$ cat src/rtl/ula_issue.sv
// ULA issue stage: resolves operands with EX/MEM and MEM/WB forwarding, stalls on
// load-use hazards and holds one instruction in a ready/valid output register.
package ula_pkg;
    localparam int BUS_W = 32;
    typedef logic [BUS_W-1:0] bus_type;
    typedef enum logic [2:0] {
        ULA_ADD, ULA_SUB, ULA_AND, ULA_OR, ULA_XOR, ULA_SLT, ULA_SLL, ULA_SRL
    } ula_oper_type;
endpackage

// Per-source operand resolution; EX/MEM wins over MEM/WB, loads are never forwarded from EX/MEM.
module ula_fwd import ula_pkg::*; #(
    parameter int REG_ADDR_W = 5
) (
    input  logic [REG_ADDR_W-1:0] spec,
    input  bus_type               rf_data,
    input  logic                  exm_wr_en,
    input  logic                  exm_is_load,
    input  logic [REG_ADDR_W-1:0] exm_rd,
    input  bus_type               exm_result,
    input  logic                  wb_wr_en,
    input  logic [REG_ADDR_W-1:0] wb_rd,
    input  bus_type               wb_data,
    output bus_type               opnd
);
    always_comb begin
        opnd = rf_data;
        if (spec == '0)
            opnd = '0;
        else if (exm_wr_en && !exm_is_load && exm_rd == spec)
            opnd = exm_result;
        else if (wb_wr_en && wb_rd == spec)
            opnd = wb_data;
    end
endmodule

module ula_issue import ula_pkg::*; #(
    parameter int REG_ADDR_W  = 5,
    parameter int STALL_CNT_W = 16
) (
    input  logic                   clk,
    input  logic                   rst_n,
    input  logic                   in_valid,
    output logic                   in_ready,
    input  ula_oper_type           in_op,
    input  logic [REG_ADDR_W-1:0]  in_rd,
    input  logic                   in_wr_en,
    input  logic [REG_ADDR_W-1:0]  in_rs,
    input  logic [REG_ADDR_W-1:0]  in_rt,
    input  bus_type                in_rs_data,
    input  bus_type                in_rt_data,
    input  bus_type                in_imm,
    input  logic                   in_use_imm,
    input  logic                   exm_wr_en,
    input  logic                   exm_is_load,
    input  logic [REG_ADDR_W-1:0]  exm_rd,
    input  bus_type                exm_result,
    input  logic                   wb_wr_en,
    input  logic [REG_ADDR_W-1:0]  wb_rd,
    input  bus_type                wb_data,
    input  logic                   flush,
    output logic                   out_valid,
    input  logic                   out_ready,
    output bus_type                out_a,
    output bus_type                out_b,
    output ula_oper_type           out_sel,
    output logic [REG_ADDR_W-1:0]  out_rd,
    output logic                   out_wr_en,
    output logic [STALL_CNT_W-1:0] stall_cnt
);
    localparam int NUM_SRC = 2;

    logic [NUM_SRC-1:0][REG_ADDR_W-1:0] src_spec;
    logic [NUM_SRC-1:0][BUS_W-1:0]      src_rf;
    logic [NUM_SRC-1:0][BUS_W-1:0]      src_opnd;
    logic                               hazard;
    logic                               xfer;

    assign src_spec = {in_rt, in_rs};
    assign src_rf   = {in_rt_data, in_rs_data};

    for (genvar s = 0; s < NUM_SRC; s++) begin : g_src
        ula_fwd #(.REG_ADDR_W(REG_ADDR_W)) u_fwd (
            .spec        (src_spec[s]),
            .rf_data     (src_rf[s]),
            .exm_wr_en   (exm_wr_en),
            .exm_is_load (exm_is_load),
            .exm_rd      (exm_rd),
            .exm_result  (exm_result),
            .wb_wr_en    (wb_wr_en),
            .wb_rd       (wb_rd),
            .wb_data     (wb_data),
            .opnd        (src_opnd[s])
        );
    end

    // rt only matters for the hazard when it actually feeds operand B
    assign hazard = in_valid && exm_is_load && exm_wr_en && (exm_rd != '0) &&
                    ((exm_rd == in_rs) || (!in_use_imm && exm_rd == in_rt));

    assign in_ready = (!out_valid || out_ready) && !hazard;
    assign xfer     = in_valid && in_ready && !flush;

    always_ff @(posedge clk or negedge rst_n) begin
        if (!rst_n) begin
            out_valid <= 1'b0;
            out_a     <= '0;
            out_b     <= '0;
            out_sel   <= ULA_ADD;
            out_rd    <= '0;
            out_wr_en <= 1'b0;
        end else begin
            if (flush)
                out_valid <= 1'b0;
            else if (xfer)
                out_valid <= 1'b1;
            else if (out_ready)
                out_valid <= 1'b0;
            if (xfer) begin
                out_a     <= src_opnd[0];
                out_b     <= in_use_imm ? in_imm : bus_type'(src_opnd[1]);
                out_sel   <= in_op;
                out_rd    <= in_rd;
                out_wr_en <= in_wr_en && (in_rd != '0);
            end
        end
    end

    always_ff @(posedge clk or negedge rst_n) begin
        if (!rst_n)
            stall_cnt <= '0;
        else if (hazard && !flush && stall_cnt != '1)
            stall_cnt <= stall_cnt + STALL_CNT_W'(1);
    end
endmodule

$ cat config.mk
export PLATFORM = sky130hd
export DESIGN_NAME = ula_issue
export DESIGN_NICKNAME = d
export VERILOG_FILES = /design/src/rtl/ula_issue.sv
export SDC_FILE = /design/constraint.sdc
export NUM_CORES = 1
export LEC_CHECK = 0
export BUFFER_PORTS_ARGS = -buffer_cell sky130_fd_sc_hd__buf_2
export CAP_MARGIN = 25
export CORE_MARGIN = 5
export CORE_UTILIZATION = 25
export DETAILED_ROUTE_END_ITERATION = 6
export GPL_ROUTABILITY_DRIVEN = 0
export HOLD_SLACK_MARGIN = 0.08
export SKIP_LAST_GASP = 1
export SLEW_MARGIN = 5
export SYNTH_ARGS = -nofsm -noshare
export SYNTH_HDL_FRONTEND = slang
export SYNTH_SLANG_ARGS = --single-unit
$ cat constraint.sdc
create_clock -name clk -period 6 [get_ports clk]
set_input_delay 1.2 -clock clk [delete_from_list [all_inputs] [get_ports clk]]
set_output_delay 1.2 -clock clk [all_outputs]
set_load 0.005 [all_outputs]
Word-level counts from Yosys, hierarchy flattened
Index checks and enable logic that the tools add are counted.
{"block": "word_totals", "regBits": 90, "in_bits": 198, "out_inout_bits": 91}
{"block": "classes", "addsub": 1, "n_eq_ne": 5, "muxes": 10, "reduce_logical": 28}
{"op": "two-way mux 32 bit", "n": 7}
{"op": "== test 5 bit", "n": 4}
{"op": "adder 16 x 1 -> 16 bit (second input constant)", "n": 1}
{"op": "logical AND 1 bit", "n": 16}
{"op": "!= test 16 bit (second input constant)", "n": 1}
{"op": "logical NOT 5 bit", "n": 2}
{"op": "nonzero test 5 bit", "n": 2}
{"op": "logical NOT 1 bit", "n": 5}
{"op": "two-way mux 1 bit", "n": 3}
{"op": "nonzero test 3 bit", "n": 1}
{"op": "logical OR 1 bit", "n": 2}

Longest topological paths before layout
{"block": "logic_depth", "ltp_word": 10, "depth_mapped": 8}

Modules after synthesis
From an unflattened synthesis, not the netlist that was laid out.
{"block": "unflattened", "hier_cells": 649, "hier_area_um2": 6329.8}
{"mod": "ula_issue", "n_inst": 1, "cells_each": 297, "area_each_um2": 4170.2}
{"mod": "ula_fwd", "n_inst": 2, "cells_each": 176, "area_each_um2": 1079.8}

Least setup slack after synthesis
No wires, ideal clock.
{"block": "synth_timing", "kind": "input -> output", "startpoint": "in exm_rd[1]", "endpoint": "out in_ready", "arrival_time_ns": 2.371, "required_ns": 4.800, "setup_slack_ns": 2.429, "cell_stages": 5, "n_path_buf": 1, "cell_sequence": "or4_1 o2111ai_2 nor2_1 clkbuf_1 nor2_1"}
{"block": "synth_between", "elab_chain_cells": 6}
{"item": "start, declared", "line_no": "56", "text": "input logic [REG_ADDR_W-1:0] exm_rd,"}
{"item": "== test 5 bit", "line_no": "99", "text": "((exm_rd == in_rs) || (!in_use_imm && exm_rd == in_rt));"}
{"item": "logical AND 1 bit", "line_no": "99"}
{"item": "logical OR 1 bit", "line_no": "99"}
{"item": "logical AND 1 bit *", "line_no": "98", "text": "assign hazard = in_valid && exm_is_load && exm_wr_en && (exm_rd != '0) &&"}
{"item": "logical NOT 1 bit *", "line_no": "101", "text": "assign in_ready = (!out_valid || out_ready) && !hazard;"}
{"item": "logical AND 1 bit *", "line_no": "101"}
{"item": "end, declared", "line_no": "44", "text": "output logic in_ready,"}
Mark *: on every way between the ends. The rest lies on a longest branch, timed or not.

Final worst setup path
{"block": "layout_timing", "startpoint": "in in_use_imm", "endpoint": "out in_ready"}
{"block": "layout_between", "elab_chain_cells": 6}
{"item": "start, declared", "line_no": "53", "text": "input logic in_use_imm,"}
{"item": "logical NOT 1 bit", "line_no": "99"}
{"item": "logical AND 1 bit", "line_no": "99"}
{"item": "logical OR 1 bit", "line_no": "99"}
{"item": "logical AND 1 bit", "line_no": "98"}
{"item": "logical NOT 1 bit", "line_no": "101"}
{"item": "logical AND 1 bit", "line_no": "101"}
No other way between the ends.

==> flow_metrics.env <==
export IMPL_maximum_number_of_pins_on_one_net_before_global_route_repair=65
export IMPL_diodes=0
export IMPL_number_of_buffers_inserted_during_clock_tree_synthesis=9
export IMPL_core_area_sq_um=21000
export IMPL_fp_dieH_um=156
export IMPL_fmaxAchievable_mhz=246
export IMPL_critPathCaptureType="primary output"
export IMPL_timing_final_setup_violations=0
export IMPL_clock_tree_buffer_depth=2
export IMPL_synthesis_instances=652
export IMPL_clock_sinks=90
export IMPL_globalRouteTotalUtil=0.175
export IMPL_async_set_or_reset_register_ratio_after_synthesis=1.00
export IMPL_critical_path_buf_inv_count=2
export IMPL_drc_viols=0
export IMPL_worstMarginPinSlew_ns=0.912
export IMPL_final_core_utilization=0.347
export IMPL_crit_required_ns=4.80
export IMPL_grt_first_pass_wirelength_um=33200
export IMPL_cts_hold_buf=0
export IMPL_leakage_nw=3.60
export IMPL_postRouteWirelength_um=22000
export IMPL_port_buffer_count=288
export IMPL_synth_cell_types=35
export IMPL_grt_overflow=0
export IMPL_timing_critical_path_from_type="input port"
export IMPL_report_final_slew_viol_count=0
export IMPL_synth_ff_latch_count=90
export IMPL_initialDrtViolationCount=337
export IMPL_tritoncts="yes"
export IMPL_vias=5878
export IMPL_fin_nets=1106
export IMPL_maxCapViolations=0
export IMPL_worst_skew_pair_late_latency_ns=0.35
export IMPL_drt_pass1_iterations=5
export IMPL_worstSetupPathType="in -> out"
export IMPL_yosys_top_cells_area="sky130_fd_sc_hd__dfrtp_1 42%, sky130_fd_sc_hd__nand2_1 13%, sky130_fd_sc_hd__a31oi_1 7.7%"
export IMPL_seq_area_frac_synth=0.424
export IMPL_first_global_vias=5917
export IMPL_timing_final_crit_period_ns=4.06
export IMPL_drt_vias_per_instance=4.95
export IMPL_finalPower_mw=1.75
export IMPL_timing_hold_violations_final=0
export IMPL_cts_htree_levels=3
export IMPL_outcome="complete, no violations"
export IMPL_rows=53
export IMPL_cp_cell_sequence="buf_2 > o32a_1 > nor2_1 > nor2_1 > buf_2"
export IMPL_post_synth_instance_area_sq_um=5310
export IMPL_place_detailed_hpwl_um=16200
export IMPL_fin_worst_skew_ns=0.00705
export IMPL_antenna_found_initial=0
export IMPL_power_per_cell_area_nw_per_um2=241
export IMPL_worst_stage_delay_on_the_critical_path_ns=0.54
export IMPL_dieWidth_um=156
export IMPL_synth_top_flop_cell="sky130_fd_sc_hd__dfrtp_1"
export IMPL_synth_top_area_share=0.424
export IMPL_path_max_fanout=34
export IMPL_die_footprint_sq_um=24300
export IMPL_floorplan_io_pins=289
export IMPL_clockRootBuffer="sky130_fd_sc_hd__clkbuf_16"
export IMPL_slowest_stage="sky130_fd_sc_hd__nor2_1"
export IMPL_route_antenna_remaining_nets=0
export IMPL_holdCritPathClass="reg -> reg"
export IMPL_final_common_cell="sky130_fd_sc_hd__buf_2"
export IMPL_final_min_period_over_clock_period=0.677
export IMPL_rsz0062_at_grt="no"
export IMPL_number_of_synthesized_flops_with_an_enable_pin=0
export IMPL_cell_type_with_the_largest_total_area_after_synthesis="sky130_fd_sc_hd__dfrtp_1"
export IMPL_vdd_ir_drop_worst_v=0.000114
export IMPL_drive_gt1_frac=0.353
export IMPL_cts_repair_timing_setup_buffer_count=0
export IMPL_maxSlewHeadroom=0.391
export IMPL_syn2layout_area_growth_pct=37.0
export IMPL_timing_critical_path_max_delay_family="simple AND/OR/NAND/NOR gates"
export IMPL_synth_net_count=851
export IMPL_syn_mean_instance_area_sq_um=8.14
export IMPL_crit_arrival_ns=2.86
export IMPL_mostFrequentLayoutCells="287 x sky130_fd_sc_hd__buf_2, 187 x sky130_fd_sc_hd__nand2_1, 101 x sky130_fd_sc_hd__nor2_1, 90 x sky130_fd_sc_hd__dfrtp_1, 65 x sky130_fd_sc_hd__a31oi_1"
export IMPL_clock_pin_slew_of_the_registers_on_the_worst_case_setup_and_hold_paths_ns=0.07
export IMPL_fin_setup_tns_ns=0
export IMPL_post_drt_wl_per_cell_um=18.6
export IMPL_floorplan_initialDensity=0.253
export IMPL_ctsResizeCount=0
export IMPL_synth_warning_count=0
[worst paths after layout]
check | cells after the start | start | slack [ns] | to
setup / recovery | 5 | in_use_imm | 1.94 | in_ready
hold / removal | 2 | out_rd[2]$_DFFE_PN0P_ | 0.48 | out_rd[2]$_DFFE_PN0P_
setup reg to reg | 6 | out_valid$_DFFE_PN0P_ | 3.65 | out_b[16]$_DFFE_PN0P_
hold reg to reg | 2 | out_rd[2]$_DFFE_PN0P_ | 0.48 | out_rd[2]$_DFFE_PN0P_
max in group asynchronous | 2 | rst_n | 4.09 | out_a[2]$_DFFE_PN0P_
min in group asynchronous | 1 | rst_n | 0.85 | out_b[23]$_DFFE_PN0P_
[cells by family after synthesis]
kind of cell,after synthesis,synth area share
simple gates,334,0.257
compound gates,139,0.205
flops,90,0.424
buf+inv,52,0.0519
xor+xnor,35,0.0577
mux,1,0.00212
fa+ha+maj,1,0.00236
[final cells by class]
cell class                      instances  area, sq um
Clock buffer                           12          236
Clock inverter                          4         76.3
Fill cell                            2241        13700
Inverter                                1         3.75
Multi-Input combinational cell        510         2820
Sequential cell                        90         2250
Tap cell                              275          344
Timing Repair Buffer                  295         1540
[power breakdown]
group	switching [mW]	internal [mW]	leakage (nW)
combinational	0.206	0.197	2.36
clock	0.241	0.367	0.147
sequential	0.0502	0.693	1.10
total	0.497	1.26	3.60
[cells in the mapped netlist, drive strengths merged, types with 2 or more instances]
library cell and count:
nor3 4, xnor2 23, a311o 32, o21ai 4, nor4 4, clkbuf 27, and3 8, dfrtp 90
nand4 4, nand2 187, buf 24, nor2 101, a22o 32, xor2 12, a31oi 65, or4b 2
nand3 16, or4 3
[per-layer routing]
layer / wire length (um) / track usage
met4: 412 / 0.0663
met5: 0 / 0
met2: 10800 / 0.297
met1: 9210 / 0.224
met3: 1600 / 0.0294
[sequential cells by signal, indices dropped and copies added (netlist names)]
register and cells:
out_valid 1, out_wr_en 1, stall_cnt 16, out_b 32
out_sel 3, out_rd 5, out_a 32
[per-stage QoR]
| stage | cells | hold slack [ns] | setup WS [ns] | instance area (sq um) |
|---|---|---|---|---|
| floorplan | 652 | 0.470 | 2.43 | 5310 |
| global placement | 1169 | 0.455 | 1.93 | 6900 |
| finish | 1187 | 0.481 | 1.94 | 7270 |
| global route | 1187 | 0.508 | 1.69 | 7270 |
| detailed placement | 1169 | 0.464 | 1.91 | 6900 |
| CTS | 1185 | 0.480 | 1.91 | 7220 |
[tightest hold or removal path, delay by kind of cell (launching register included)]
family | cells | cell delay, ns
DFF | 1 | 0.34
and+or+nand+nor | 2 | 0.11
No activity file was read; power rests on OpenSTA's default activity.
